<file path="src/rtl/row_result_writeback.sv">
// Row result writeback stage: accumulates per-row group sums from the adder
// tree, queues finished rows in a small FIFO and streams them to the result
// SRAM over a valid/ready write port, flagging completion after NUM_ROWS rows.
module row_result_writeback #(
  parameter int DATA_W     = 24,
  parameter int ADDR_W     = 11,
  parameter int FIFO_DEPTH = 4,     // power of 2, at least 2
  parameter int NUM_ROWS   = 512,
  parameter int BASE_ADDR  = 0
) (
  input  logic              clock,
  input  logic              reset,
  input  logic [DATA_W-1:0] sum_in,
  input  logic              sum_valid,
  input  logic              row_end,
  input  logic              wr_ready,
  output logic              wr_en,
  output logic [ADDR_W-1:0] wr_addr,
  output logic [DATA_W-1:0] wr_data,
  output logic [ADDR_W:0]   row_count,
  output logic              sat_flag,
  output logic              ovf_flag,
  output logic              done
);

  localparam int PTR_W = $clog2(FIFO_DEPTH);
  localparam int CNT_W = PTR_W + 1;

  typedef enum logic {ST_RUN, ST_DONE} state_t;

  state_t              state_q, state_d;
  logic [DATA_W-1:0]   acc_q, acc_d;
  logic [PTR_W-1:0]    rd_ptr_q, rd_ptr_d;
  logic [PTR_W-1:0]    wr_ptr_q, wr_ptr_d;
  logic [CNT_W-1:0]    count_q, count_d;
  logic [ADDR_W-1:0]   next_addr_q, next_addr_d;
  logic [ADDR_W:0]     row_count_q, row_count_d;
  logic                sat_q, sat_d;
  logic                ovf_q, ovf_d;

  // Each FIFO entry carries its row result and the SRAM address it belongs to.
  logic [DATA_W-1:0]   fifo_data_q [FIFO_DEPTH];
  logic [ADDR_W-1:0]   fifo_addr_q [FIFO_DEPTH];

  logic [DATA_W:0]     sum_ext;
  logic                clamp_hi;
  logic                clamp_lo;
  logic [DATA_W-1:0]   total;
  logic                fifo_empty;
  logic                fifo_full;
  logic                pop;
  logic                push_req;
  logic                push_ok;

  // Sign-extended add with one guard bit; guard/MSB disagreement means overflow.
  always_comb begin
    sum_ext  = {acc_q[DATA_W-1], acc_q} + {sum_in[DATA_W-1], sum_in};
    clamp_hi = ~sum_ext[DATA_W] &  sum_ext[DATA_W-1];
    clamp_lo =  sum_ext[DATA_W] & ~sum_ext[DATA_W-1];
    if (clamp_hi) begin
      total = {1'b0, {(DATA_W-1){1'b1}}};
    end else if (clamp_lo) begin
      total = {1'b1, {(DATA_W-1){1'b0}}};
    end else begin
      total = sum_ext[DATA_W-1:0];
    end
  end

  // Handshake decode: pops only while running, a push into a full FIFO is
  // still accepted when the head leaves on the same edge.
  always_comb begin
    fifo_empty = (count_q == '0);
    fifo_full  = (count_q == CNT_W'(FIFO_DEPTH));
    pop        = (state_q == ST_RUN) && !fifo_empty && wr_ready;
    push_req   = (state_q == ST_RUN) && sum_valid && row_end;
    push_ok    = push_req && (!fifo_full || pop);
  end

  // Next-state logic for the run/done FSM, accumulator, pointers and flags.
  always_comb begin
    state_d     = state_q;
    acc_d       = acc_q;
    rd_ptr_d    = rd_ptr_q;
    wr_ptr_d    = wr_ptr_q;
    count_d     = count_q;
    next_addr_d = next_addr_q;
    row_count_d = row_count_q;
    sat_d       = sat_q;
    ovf_d       = ovf_q;

    if ((state_q == ST_RUN) && sum_valid) begin
      if (clamp_hi || clamp_lo) begin
        sat_d = 1'b1;
      end
      // A finished row always clears the accumulator, even if it is dropped.
      acc_d = row_end ? '0 : total;
    end

    if (push_req && !push_ok) begin
      ovf_d = 1'b1;
    end

    if (push_ok) begin
      wr_ptr_d    = wr_ptr_q + 1'b1;
      next_addr_d = next_addr_q + 1'b1;
    end

    if (pop) begin
      rd_ptr_d    = rd_ptr_q + 1'b1;
      row_count_d = row_count_q + 1'b1;
      if (row_count_q == (ADDR_W+1)'(NUM_ROWS - 1)) begin
        state_d = ST_DONE;
      end
    end

    case ({push_ok, pop})
      2'b10:   count_d = count_q + 1'b1;
      2'b01:   count_d = count_q - 1'b1;
      default: count_d = count_q;
    endcase
  end

  // State register with synchronous reset; reset discards all queued rows.
  always_ff @(posedge clock) begin
    if (reset) begin
      state_q     <= ST_RUN;
      acc_q       <= '0;
      rd_ptr_q    <= '0;
      wr_ptr_q    <= '0;
      count_q     <= '0;
      next_addr_q <= ADDR_W'(BASE_ADDR);
      row_count_q <= '0;
      sat_q       <= 1'b0;
      ovf_q       <= 1'b0;
    end else begin
      state_q     <= state_d;
      acc_q       <= acc_d;
      rd_ptr_q    <= rd_ptr_d;
      wr_ptr_q    <= wr_ptr_d;
      count_q     <= count_d;
      next_addr_q <= next_addr_d;
      row_count_q <= row_count_d;
      sat_q       <= sat_d;
      ovf_q       <= ovf_d;
    end
  end

  // FIFO storage; contents are only observed through count_q, so no reset.
  always_ff @(posedge clock) begin
    if (push_ok && !reset) begin
      fifo_data_q[wr_ptr_q] <= total;
      fifo_addr_q[wr_ptr_q] <= next_addr_q;
    end
  end

  // Outputs come only from registered state; an empty FIFO shows the next
  // row's address and zero data.
  always_comb begin
    wr_en     = (state_q == ST_RUN) && !fifo_empty;
    wr_addr   = fifo_empty ? next_addr_q : fifo_addr_q[rd_ptr_q];
    wr_data   = fifo_empty ? '0 : fifo_data_q[rd_ptr_q];
    row_count = row_count_q;
    sat_flag  = sat_q;
    ovf_flag  = ovf_q;
    done      = (state_q == ST_DONE);
  end

endmodule

</file>
<file path="config.mk">
export PLATFORM = sky130hd
export DESIGN_NAME = row_result_writeback
export DESIGN_NICKNAME = d
export VERILOG_FILES = /design/src/rtl/row_result_writeback.sv
export SDC_FILE = /design/constraint.sdc
export NUM_CORES = 1
export LEC_CHECK = 0
export CAP_MARGIN = 20
export CORE_MARGIN = 1
export CORE_UTILIZATION = 62
export DETAILED_ROUTE_END_ITERATION = 8
export HOLD_SLACK_MARGIN = 0.08
export MAX_ROUTING_LAYER = met4
export PLACE_DENSITY = 0.95
export SYNTH_ARGS = -nofsm -noshare
export SYNTH_HDL_FRONTEND = slang
export SYNTH_SLANG_ARGS = --single-unit
</file>
<file path="constraint.sdc">
create_clock -name clock -period 9.7 [get_ports clock]
set_input_delay 0.97 -clock clock [delete_from_list [all_inputs] [get_ports clock]]
set_output_delay 0.97 -clock clock [all_outputs]
set_load 0.1 [all_outputs]
</file>
== Word-level counts from Yosys, hierarchy flattened ==
Memories as Yosys holds them, arrays and structs flattened. A register that Yosys moved wholly into a read port is not among the register bits.
Index checks and enable logic that the tools add are counted.
Cells by class
  add/sub/neg operators: 7
  bitwise operators: 5
  reductions and logical operators: 17
  equality and inequality tests: 4
  muxes and demuxes: 12
Operators with widths (number)
  24-bit 2-to-1 mux: 4
  24-bit by 24-bit adder with 25-bit output: 1
  12-bit by 1-bit adder with 12-bit output (second input constant): 1
  12-bit by 9-bit equality test with 1-bit output (second input constant): 1
  11-bit by 1-bit adder with 11-bit output (second input constant): 1
  11-bit 2-to-1 mux: 1
  2-bit 2-to-1 mux: 4
  1-bit logical AND: 7
  3-bit one-hot mux with 2 select lines: 1
  2-bit by 1-bit adder with 2-bit output (second input constant): 2
  1-bit logical NOT: 4
  2-bit AND reduction: 2
  3-bit by 1-bit adder with 3-bit output (second input constant): 1
  3-bit equality test (second input constant): 1
  3-bit logical NOT: 1
  1-bit inverter: 3
  3-bit by 1-bit subtractor with 3-bit output (second input constant): 1
  1-bit AND: 2
  2-bit by 1-bit equality test with 1-bit output (second input constant): 1
  2-bit equality test (second input constant): 1
  1-bit logical OR: 2
  1-bit 2-to-1 mux: 2
  2-bit nonzero test: 1
Storage, ports and cells
  memories: 2
  register bits: 57
  memory bits (writable): 140
  word-level logic and storage cells: 56
  output and inout port bits: 51
  input bits: 29
Memories
  fifo_data_q: depth 4, bits a word 24, rd ports 1, clocked after memory_dff 1, wr ports 1, line 42  | logic [DATA_W-1:0] fifo_data_q [FIFO_DEPTH];
  fifo_addr_q: depth 4, bits a word 11, rd ports 1, clocked after memory_dff 1, wr ports 1, line 43  | logic [ADDR_W-1:0] fifo_addr_q [FIFO_DEPTH];

== Depth between registers and ports, before layout ==
Gate-level depths: netlist of run 1.
  word-level depth: 9
  depth in mapped cells: 17
  depth with buffers taken out: 16

== Worst setup path after synthesis of run 1 ==
OpenSTA, ideal clock, no wires.
  kind: input to register
  start point: input port sum_in[7]
  end point: memory fifo_data_q[0][22] (data pin)
  slack: 5.942 ns
  setup time: 0.269 ns
  arrival time: 3.489 ns
  cell stages on the path: 15
  required time: 9.431 ns
  path buffers: 1
  cells stage by stage: ha_1 > buf_4 > a211oi_2 > nor2_1 > nor2_1 > a31oi_4 > a31oi_1 > or3_1 > and3_1 > ha_1 > a211oi_1 > nor2b_1 > a221o_1 > nor3_1 > inv_1
Between the ends
  word-level cells in the longest chain between the ends: 5
  elaborated cells between the ends (all ways): 7
  those cells by class: add/sub (1); mux (2); bitwise (4)
RTL lines
  start: declaration: line 13  | input logic [DATA_W-1:0] sum_in,
  24-bit by 24-bit adder with 25-bit output *: line 57  | sum_ext = {acc_q[DATA_W-1], acc_q} + {sum_in[DATA_W-1], sum_in};
  1-bit inverter: line 59  | clamp_lo = sum_ext[DATA_W] & ~sum_ext[DATA_W-1];
  1-bit AND: line 59
  24-bit 2-to-1 mux: line 62  | end else if (clamp_lo) begin
  24-bit 2-to-1 mux *: line 60  | if (clamp_hi) begin
  via total[22]: line 48  | logic [DATA_W-1:0] total;
  end: declaration: line 42
The timed path passes the listed nets; every way through them passes the cells marked *.

== Worst setup path in the final report of run 1 ==
  start point: input port sum_in[1]
  end point: register acc_q[8]
Between the ends
  word-level cells in the longest chain between the ends: 6
  elaborated cells between the ends (all ways): 8
  those cells by class: add/sub (1); mux (3); bitwise (4)
RTL lines
  24-bit by 24-bit adder with 25-bit output *: line 57
  1-bit inverter: line 59
  1-bit AND: line 59
  24-bit 2-to-1 mux: line 62
  24-bit 2-to-1 mux *: line 60
  24-bit 2-to-1 mux *: line 96  | acc_d = row_end ? '0 : total;
  end signal: assignment: line 127  | acc_q <= '0;
  end signal: assignment: line 137  | acc_q <= acc_d;
  end: declaration: line 32  | logic [DATA_W-1:0] acc_q, acc_d;
Every way passes the cells marked *; elsewhere a longest branch is shown, timed or not.
A chain may end at the register's enable or synchronous reset.

==> results of run 1 <==
-- routing by layer --
metal | global-route usage (%) | wire length, microns | vias to the layer above
li1 | - | - | 2817
met1 | 37.0 | 8560 | 3000
met2 | 45.2 | 10300 | 313
met3 | 5.41 | 1290 | 49
met4 | 8.65 | 395 | 0
met5 | - | 0 | -
-- power by group --
group,switching (mW),internal (mW),total (mW)
logic,1.13,0.396,1.53
registers,0.0304,0.999,1.03
clock network,0.305,0.385,0.690
-- critical path, cell delays in order --
cell	delay, ns
clkdlybuf4s50_1	0.43
ha_1	0.31
a211oi_1	0.24
nor2_1	0.12
o221ai_2	0.28
a31oi_4	0.15
a31oi_1	0.35
or3_1	0.19
and3_1	0.17
ha_1	0.67
inv_1	0.30
nand2b_1	0.68
nor4b_2	0.09
a2111oi_1	0.35
nand2_1	0.09
-- layout by cell type (no fill, tap or decap), drive strengths merged, types with 7 or more instances in the layout --
master | netlist | final
nand2b | 10 | 10
nand4 | 7 | 7
buf | 14 | 9
a31oi | 8 | 8
edfxtp | 140 | 140
inv | 23 | 26
clkdlybuf4s50 | 0 | 79
a21oi | 36 | 36
mux4 | 35 | 35
nor2 | 65 | 65
clkbuf | 18 | 22
dfxtp | 59 | 59
ha | 32 | 32
nand3 | 9 | 9
mux2 | 11 | 11
nor2b | 31 | 31
nor3 | 9 | 9
xnor2 | 17 | 17
o21ai | 57 | 57
nand2 | 30 | 30
xor2 | 21 | 21
-- worst paths after layout --
path,from,end,slack [ns],cells after the start
setup / recovery,sum_in[1],acc_q[8]$_SDFFE_PP0P_,4.61,15
hold / removal,acc_q[22]$_SDFFE_PP0P_,acc_q[22]$_SDFFE_PP0P_,0.46,2
setup reg to reg,acc_q[1]$_SDFFE_PP0P_,acc_q[8]$_SDFFE_PP0P_,5.25,14
hold reg to reg,acc_q[22]$_SDFFE_PP0P_,acc_q[22]$_SDFFE_PP0P_,0.46,2
-- final cells by class --
class                      count  area [sq um]
fill                         856          3780
timing repair buffer          88           858
multi-input combinational    458          3670
inverter                      23          86.3
sequential                   199          5390
clock inverter                10          93.8
clock buffer                  22           485
tap                          184           230
-- state kept, by name (all words and copies together), names as in the netlist, named ones only --
name	count
fifo_data_q	96
fifo_addr_q	44
acc_q	24
row_count	12
next_addr_q	11
count_q	3
rd_ptr_q	2
wr_ptr_q	2
done	1
ovf_flag	1
sat_flag	1
-- metrics by stage --
step / instance area, sq um / worst slack (ns)
global route: 10800 / 4.27
finish: 10800 / 4.61
detailed placement: 10200 / 4.21
floorplan: 9300 / 5.94
global placement: 10200 / 4.40
CTS: 10800 / 4.65
-- logic make-up (layout without fill, tap and decap cells) --
group | after synthesis | in the layout
buffers and inverters | 55 | 143
adders and majority gates | 34 | 34
muxes | 49 | 49
DFF | 199 | 199
xor gates and xnor gates | 38 | 38
AOI/OAI and AO/OA | 143 | 143
and+or+nand+nor | 194 | 194
==> metrics.md, run 1 <==
| Metric | Value |
|---|---|
| Status | finished, final reports clean |
| Largest area contributor in the netlist | edfxtp_1 |
| Post-synth ARST share | 0% |
| Die Y | 124 microns |
| First-pass GRT wire length | 32600 microns |
| Post-cts gate resize count | 0 |
| Overall routing resource usage | 28.3% |
| Largest cells by area after synthesis | edfxtp_1, dfxtp_1, mux4_2, ha_1, nor2_1 |
| Nature of the critical path endpoint | flip-flop |
| H-Tree Depth | 4 |
| Total wire length | just over 20000 microns |
| Min Tclk post-route | slightly above 5 ns |
| Main combinational cell family by area after synthesis | simple AND/OR/NAND/NOR gates |
| Max IR drop VDD | 0.210 mV |
| Clock Skews | 0.0112 ns |
| Hold WS | roughly 0.46 ns |
| Final Util | 74.1% |
| Post-Synth Adder-Cell Area | 4.74% |
| Relative slew slack | between 30% and 40% |
| Core area | 14600 sq um |
| Final Non-Filler Cells | 984 |
| Drt drc | 0 |
| PD cells | ~300 nW/um^2 |
| Max Buffers Root-to-Sink | 2 |
| Synth Area in Simple Gates | 11.2% |
| Synth Area in XOR/XNOR | 3.58% |
| Startpoint types | input port |
| LEAKAGE | 3.66 nW |
| Yosys reg bits | 199 |
| Number of vias per cell | 6.28 |
| Post-synth EDFFs | 140 |
| First-pass iteration count of the detailed router | 5 |
| Most instantiated library cell after synthesis | edfxtp_1 |
| Synthesized area per cell | 13.1 sq um |
| Starting density of the core | a little under two thirds |
| CTS Buf Count | 17 |
| Synth cell types | 70 |
| Vias | 6179 |
| Synth Area in Compound Gates | about a tenth |
| Syn. warnings | 0 |
| Final HPWL DP | 13400 microns |
| Final period util | 52.5% |
| Final setup TNS | 0 ns |
| Routability cong. | 0.880 |
| Seq/Total Area, Yosys | around 58% |
| Final #Nets | 850 |
| I/O pin total | 80 |
| Yosys top cell area share | 45.2% |
| Setup bufs post-CTS | 0 |
| Hold Fails Final Rpt | 0 |
| Share of cells above drive strength 1 | 13.5% |
| WP data required | ~10 ns |
| Final slew viol count | 0 |
| Max-Cap Viols | 0 |
| Vias in the first global route | 6051 |
| Syn Nets | 775 |
| Sink Count | 199 |
| Root Driver | clkbuf_16 |
| Antenna cell count | 0 |
| Inst Count DP | 952 |
| Commonest cells post-synth | edfxtp_1, nor2_1, dfxtp_1 |
| Reg clk slew, reported paths | ~0.07 ns |
| Port Buf Inserts | slightly below 80 |
| Number of setup violations in the final report | 0 |
| Area grow syn2layout | 16.3% |
| Synthesized area | a little over 9000 sq um |
| Hold_buf cts | 0 |
| Fmax | just under 0.2 GHz |
| DR WL/cell | 20.9 microns |
| Largest net degree at the start of global routing | 43 |
| Synth Instances | 712 |
| Total power | 3.25 mW |
| Post-DRT Antenna Nets | 0 |
| CTS tree | done |
| Count of routing violations after the opening detailed-route iteration | 569 |
| HP Class | flip-flop to flip-flop |
| Initial antenna violation count | 0 |
| Number of core rows | 44 |
| Worst-path maximum fanout | 23 |
| Post-synthesis mux area share | 10.1% |
| WS Path Type | input port to flip-flop |
| Worst-Margin Slew | 1.00 ns |
| Die Width | about 120 microns |
| Total gr overflow | 0 |
| Clk Latency, worst-skew pair | 0.43 ns |
| Main synth FF type | edfxtp_1 |
| RSZ-0062 raised after global routing | no |
| Die footprint | 15500 sq um |
| Worst EP arrival | 5.41 ns |
(Power assumes the default switching activity.)
==> run 2, diff against run 1 <==
--- a/config.mk
+++ b/config.mk
@@ -7,11 +7,11 @@
 export LEC_CHECK = 0
 export CAP_MARGIN = 20
 export CORE_MARGIN = 1
-export CORE_UTILIZATION = 62
+export CORE_UTILIZATION = 58
 export DETAILED_ROUTE_END_ITERATION = 8
 export HOLD_SLACK_MARGIN = 0.08
 export MAX_ROUTING_LAYER = met4
-export PLACE_DENSITY = 0.95
+export PLACE_DENSITY = 0.92
 export SYNTH_ARGS = -nofsm -noshare
 export SYNTH_HDL_FRONTEND = slang
 export SYNTH_SLANG_ARGS = --single-unit
==> constraint.sdc (replaced) <==
create_clock -name clock -period 5 [get_ports clock]
set_input_delay 0.5 -clock clock [delete_from_list [all_inputs] [get_ports clock]]
set_output_delay 0.5 -clock clock [all_outputs]
set_load 0.1 [all_outputs]
==> metrics.md, run 2 (synthesis gave the netlist of run 1 again) <==
| Metric | Value |
|---|---|
| Sink Count | 199 |
| Most flops, register | fifo_data_q |
| Vias | between 6000 and 7000 |
| Hold_buf cts | 0 |
| Post-DRT Antenna Nets | 0 |
| FF-to-FF End | acc_q[1]$_SDFFE_PP0P_ |
| Starting density of the core | 60.3% |
| DR WL/cell | 20.3 microns |
| Slowest cell delay on critical path | 0.72 ns |
| Critical path's slowest cell | o21ai_0 |
| Final setup TNS | 0 ns |
| Worst EP arrival | ~4.5 ns |
| Root Driver | clkbuf_16 |
| Flip-flop count of the largest register after layout | 96 |
| Final period util | 83.2% |
| LEAKAGE | about 3.7 nW |
| Die Width | roughly 130 microns |
| Vias in the first global route | 6138 |
| Clk Latency, worst-skew pair | 0.43 ns |
| Status | finished, final reports clean |
| Relative slew slack | 30.9% |
| Die footprint | 16500 sq um |
| Total wire length | 20600 microns |
| PD cells | just under 600 nW/um^2 |
| Hold Path Cell Cnt | 2 |
| H-Tree Depth | 4 |
| DP Area | 10300 sq um |
| Final HPWL DP | 13700 microns |
| Number of core rows | 45 |
| Drt drc | 0 |
| Min Tclk post-route | 4.16 ns |
| Final #Nets | 857 |
| Fin area | 10900 sq um |
| Most common cell after layout, fill and taps aside | edfxtp_1 |
| I/O pin total | 80 |
| Metal3 WL | 1670 microns |
| CTS tree | done |
| Worst slack, placed | 0.568 ns |
| Number of setup violations in the final report | 0 |
| Largest net degree at the start of global routing | 36 |
| Reg2reg setup slack | 0.99 ns |
| RSZ-0062 raised after global routing | no |
| Share of cells above drive strength 1 | 14.1% |
| Area grow syn2layout | 17.7% |
| CTS Buf Count | 17 |
| Port Buf Inserts | 79 |
| Worst Setup Slack, final | 0.839 ns |
| Die Y | 129 microns |
| Max-Cap Viols | 0 |
| Routability cong. | 0.930 |
| Clock Skews | about 0.0085 ns |
| HP Class | flip-flop to flip-flop |
| First-pass GRT wire length | 32300 microns |
| Most frequent cells in the layout | edfxtp_1, clkdlybuf4s50_1, nor2_1, dfxtp_1, o21ai_0 |
| WS Path Type | input port to flip-flop |
| Final slew viol count | 0 |
| Worst-Margin Slew | just over 1 ns |
| Hold Path End | acc_q[22]$_SDFFE_PP0P_ |
| Crit-path cells | clkdlybuf4s50_1 > ha_1 > inv_1 > fa_1 > nor2b_1 > o31a_1 > o21ai_1 > a211oi_1 > o21ai_0 > o31ai_1 > inv_1 > ha_1 > buf_4 > o21ai_0 > a22oi_1 > nor2_1 |
| Worst R2R Path Depth | 15 |
| Reg clk slew, reported paths | ~0.07 ns |
| Number of vias per cell | 6.16 |
| Antenna cell count | 0 |
| Hold Fails Final Rpt | 0 |
| First-pass iteration count of the detailed router | 5 |
| Reg2reg start | acc_q[0]$_SDFFE_PP0P_ |
| Metal2 WL | 9970 microns |
| WP data required | about 5.4 ns |
| Overall routing resource usage | 27.1% |
| Met1 Wirelength | 8540 microns |
| Max IR drop VDD | 0.453 mV |
| Max Buffers Root-to-Sink | 2 |
| Setup bufs post-CTS | 0 |
| Max layer used | met4 |
| Count of routing violations after the opening detailed-route iteration | 747 |
| Hold Path Origin | acc_q[22]$_SDFFE_PP0P_ |
| Core area | 15400 sq um |
| Initial antenna violation count | 0 |
| CP delay by family, top | compound AO/OA/AOI/OAI gates |
| Fmax | 0.240 GHz |
| Worst-path maximum fanout | 13 |
| Total gr overflow | 0 |
| Nature of the critical path endpoint | flip-flop |
| Startpoint types | input port |
| Post-cts gate resize count | 0 |
| CP bufs+invs | 4 |
| Largest regs | fifo_data_q: 96 flops, fifo_addr_q: 44 flops, acc_q: 24 flops |
| Total power | ~6.3 mW |
## run 2: worst max path at each step
stage / start / to / slack, ns / cells past startpoint
after floorplan: sum_in[7] / fifo_data_q[0][22]$_DFFE_PP_ / 1.71 / 15
after global placement: sum_in[1] / fifo_data_q[0][22]$_DFFE_PP_ / 0.82 / 15
after detailed placement: sum_in[0] / acc_q[1]$_SDFFE_PP0P_ / 0.57 / 16
after CTS: sum_in[0] / acc_q[1]$_SDFFE_PP0P_ / 0.98 / 16
after global routing: sum_in[0] / acc_q[1]$_SDFFE_PP0P_ / 0.60 / 16
final: sum_in[0] / acc_q[1]$_SDFFE_PP0P_ / 0.84 / 16
## run 2: layout make-up
| type | instances | area [sq um] |
|---|---|---|
| Clock buffer | 23 | 522 |
| Timing Repair Buffer | 95 | 953 |
| Inverter | 23 | 86.3 |
| Sequential cell | 199 | 5390 |
| Fill cell | 999 | 4490 |
| Multi-Input combinational cell | 458 | 3670 |
| Clock inverter | 9 | 58.8 |
| Tap cell | 211 | 264 |
## run 2: layer usage
| layer | vias to the layer above | global-route usage, % |
|---|---|---|
| li1 | 2838 | - |
| met1 | 3056 | 35.2 |
| met2 | 334 | 42.2 |
| met3 | 47 | 5.61 |
| met4 | 0 | 10.0 |
| met5 | - | - |
## run 2: power by group
part	internal, mW	switching (mW)
Combinational	0.784	2.19
Clock	0.740	0.590
Sequential	1.94	0.0683
## run 2: worst register-to-register path, cell delays in order, from the launching register on
cell and delay, ns:
dfxtp_1 0.37, ha_1 0.20, inv_1 0.06, fa_1 0.40
nor2b_1 0.19, o31a_1 0.22, o21ai_1 0.11, a211oi_1 0.32
o21ai_0 0.16, o31ai_1 0.13, inv_1 0.16, ha_1 0.39
buf_4 0.25, o21ai_0 0.72, a22oi_1 0.16, nor2_1 0.13
## run 2: metrics by stage
| stage | utilization, % | hold WS (ns) | std cells |
|---|---|---|---|
| 3_5_place_dp | 67.0 | 0.449 | 985 |
| 4_1_cts | 70.8 | 0.458 | 1017 |
| 2_1_floorplan | - | 0.429 | 712 |
| 6_report | 70.9 | 0.465 | 1018 |
| 3_3_place_gp | 67.0 | 0.445 | 985 |
| 5_1_grt | 70.9 | 0.483 | 1018 |
==> run 3, diff against run 2 <==
==> constraint.sdc (replaced) <==
create_clock -name clock -period 3.9 [get_ports clock]
set_input_delay 0.39 -clock clock [delete_from_list [all_inputs] [get_ports clock]]
set_output_delay 0.39 -clock clock [all_outputs]
set_load 0.1 [all_outputs]
==> metrics.md, run 3 (synthesis gave the netlist of run 1 again) <==
| Metric | Value |
|---|---|
| Flop pwr share | 32.2% |
| WP data required | about 4.2 ns |
| Number of vias per cell | 6.03 |
| Final slew viol count | 0 |
| Worst Setup Slack, final | approximately 0.26 ns |
| Largest net degree at the start of global routing | 37 |
| Overall routing resource usage | 26.7% |
| Reg2reg setup slack | 0.31 ns |
| CP bufs+invs | 4 |
| Hold Path Cell Cnt | 2 |
| CP delay by family, top | compound AO/OA/AOI/OAI gates |
| Most frequent cells in the layout | edfxtp_1, buf_4, nor2_1, dfxtp_1, clkdlybuf4s50_1 |
| Port Buf Inserts | between 70 and 80 |
| Drt drc | 0 |
| Starting density of the core | 60.3% |
| Final #Nets | 874 |
| Post-DRT Antenna Nets | 0 |
| LEAKAGE | 3.84 nW |
| DR WL/cell | 19.5 microns |
| Clock share of power | 20.8% |
| Final period util | 93.3% |
| First-pass GRT wire length | roughly 31000 microns |
| Die Width | 129 microns |
| Internal power | 4.30 mW |
| Number of setup violations in the final report | 0 |
| Critical path's slowest cell | o311ai_1 |
| Startpoint types | input port |
| Relative slew slack | 32.2% |
| Status | finished, final reports clean |
| Fmax | between 0.2 and 0.3 GHz |
| H-Tree Depth | 4 |
| Reg2reg start | acc_q[12]$_SDFFE_PP0P_ |
| Hold_buf cts | 0 |
| Worst-Margin Slew | 1.01 ns |
| Initial antenna violation count | 0 |
| Hold Path Origin | acc_q[9]$_SDFFE_PP0P_ |
| Share of cells above drive strength 1 | 20.8% |
| Worst-path maximum fanout | 7 |
| Worst EP arrival | 3.94 ns |
| Most common cell after layout, fill and taps aside | edfxtp_1 |
| Antenna cell count | 0 |
| Final HPWL DP | approximately 13000 microns |
| Combinational share of power | 47.0% |
| Clock Skews | 0.0125 ns |
| Worst R2R Path Depth | 14 |
| P_sw | 3.73 mW |
| CTS tree | done |
| WS Path Type | input port to flip-flop |
| Min Tclk post-route | 3.64 ns |
| RSZ-0062 raised after global routing | no |
| Count of routing violations after the opening detailed-route iteration | 710 |
| FF-to-FF End | fifo_data_q[1][8]$_DFFE_PP_ |
| Total power | 8.02 mW |
| Clk Latency, worst-skew pair | approximately 0.44 ns |
| Hold Path End | acc_q[9]$_SDFFE_PP0P_ |
| Die footprint | 16500 sq um |
| Vias | 6243 |
| Slowest cell delay on critical path | 0.42 ns |
| Total gr overflow | 0 |
| HP Class | flip-flop to flip-flop |
| Total wire length | 20200 microns |
| Number of core rows | 45 |
| CTS Buf Count | 17 |
| Largest regs | fifo_data_q: 96 flops, fifo_addr_q: 44 flops, acc_q: 24 flops |
| Crit-path cells | clkdlybuf4s50_1 > ha_1 > a21oi_2 > o21ai_2 > a32oi_1 > a311oi_1 > a31oi_2 > or3_1 > and3_1 > ha_1 > inv_1 > buf_4 > nand2_1 > o311ai_1 > buf_4 |
| Worst slack, placed | -0.0897 ns |
| Routability cong. | 0.936 |
| Most flops, register | fifo_data_q |
| Max IR drop VDD | 0.646 mV |
| Reg clk slew, reported paths | about 0.070 ns |
| Core area | 15400 sq um |
| First-pass iteration count of the detailed router | 5 |
| Max Buffers Root-to-Sink | 2 |
| Switching share of power | 46.4% |
| Max-Cap Viols | 0 |
| Nature of the critical path endpoint | flip-flop |
| PD cells | 730 nW/um^2 |
| Die Y | 129 microns |
| I/O pin total | 80 |
| Flip-flop count of the largest register after layout | 96 |
| Hold Fails Final Rpt | 0 |
| Sink Count | around 200 |
| Vias in the first global route | 5884 |
| Root Driver | clkbuf_16 |
| Final setup TNS | 0 ns |
| Area grow syn2layout | 18.2% |
run 3: cell types whose count changed in the layout (fill, tap and decap cells not counted), sizes merged:
cell / delta
clkinvlp: +1
clkdlybuf4s50: -35
inv: +4
clkbuf: -7
buf: +53
clkinv: +1
run 3: what timing repair did:
action | in CTS | in global routing
setup endpoints to repair | 0 | 4
buffers inserted | 0 | 0
gates resized for setup | 0 | 2
run 3: layout make-up:
class / instances / area (sq um)
clock buffer: 17 / 425
clock inverter: 15 / 141
fill: 987 / 4440
inverter: 23 / 86.3
multi-input combinational: 458 / 3680
sequential: 199 / 5390
tap: 211 / 264
timing repair buffer: 112 / 1000
run 3: worst max-delay path by stage:
stage / depth (start not counted) / from / slack (ns) / to
final: 15 / sum_in[12] / 0.26 / fifo_data_q[1][8]$_DFFE_PP_
after global routing: 14 / acc_q[1]$_SDFFE_PP0P_ / 0.04 / fifo_data_q[0][22]$_DFFE_PP_
after CTS: 14 / acc_q[1]$_SDFFE_PP0P_ / 0.33 / fifo_data_q[0][22]$_DFFE_PP_
after detailed placement: 15 / sum_in[1] / -0.09 / fifo_data_q[0][22]$_DFFE_PP_
after global placement: 15 / sum_in[1] / 0.06 / fifo_data_q[1][22]$_DFFE_PP_
after floorplan: 15 / sum_in[7] / 0.72 / fifo_data_q[0][22]$_DFFE_PP_
run 3: routing by layer:
layer | track usage [%] | wire (microns) | share of wire, %
met2 | 39.6 | 9650 | 48
met3 | 5.11 | 1520 | 7.5
met4 | 11.3 | 607 | 3.0
met5 | - | 0 | 0
met1 | 36.2 | 8440 | 42
run 3: stage by stage:
stage / area, sq um / instances / utilization, % / hold WS (ns)
after floorplan: 9300 / 712 / - / 0.429
after global placement: 10400 / 1003 / 67.5 / 0.452
after detailed placement: 10400 / 1003 / 67.5 / 0.460
after CTS: 11000 / 1035 / 71.1 / 0.478
after global routing: 11000 / 1035 / 71.2 / 0.500
final: 11000 / 1035 / 71.2 / 0.482
run 3: power groups by stage:
stage,logic (mW),registers [mW],clock network [mW]
6_report,3.77,2.58,1.67
2_1_floorplan,2.90,2.63,0
4_1_cts,3.77,2.58,1.69
3_3_place_gp,3.69,2.62,0
3_5_place_dp,3.74,2.63,0
5_1_grt,3.93,2.60,1.77
run 3: worst reg2reg max path, stage by stage, from the launching register on:
cell      delay [ns]
dfxtp_1         0.31
ha_1            0.37
a21oi_2         0.09
o21ai_2         0.20
a32oi_1         0.14
a311oi_1        0.39
a31oi_2         0.11
or3_1           0.40
and3_1          0.18
ha_1            0.27
inv_1           0.13
buf_4           0.15
nand2_1         0.05
o311ai_1        0.42
buf_4           0.23
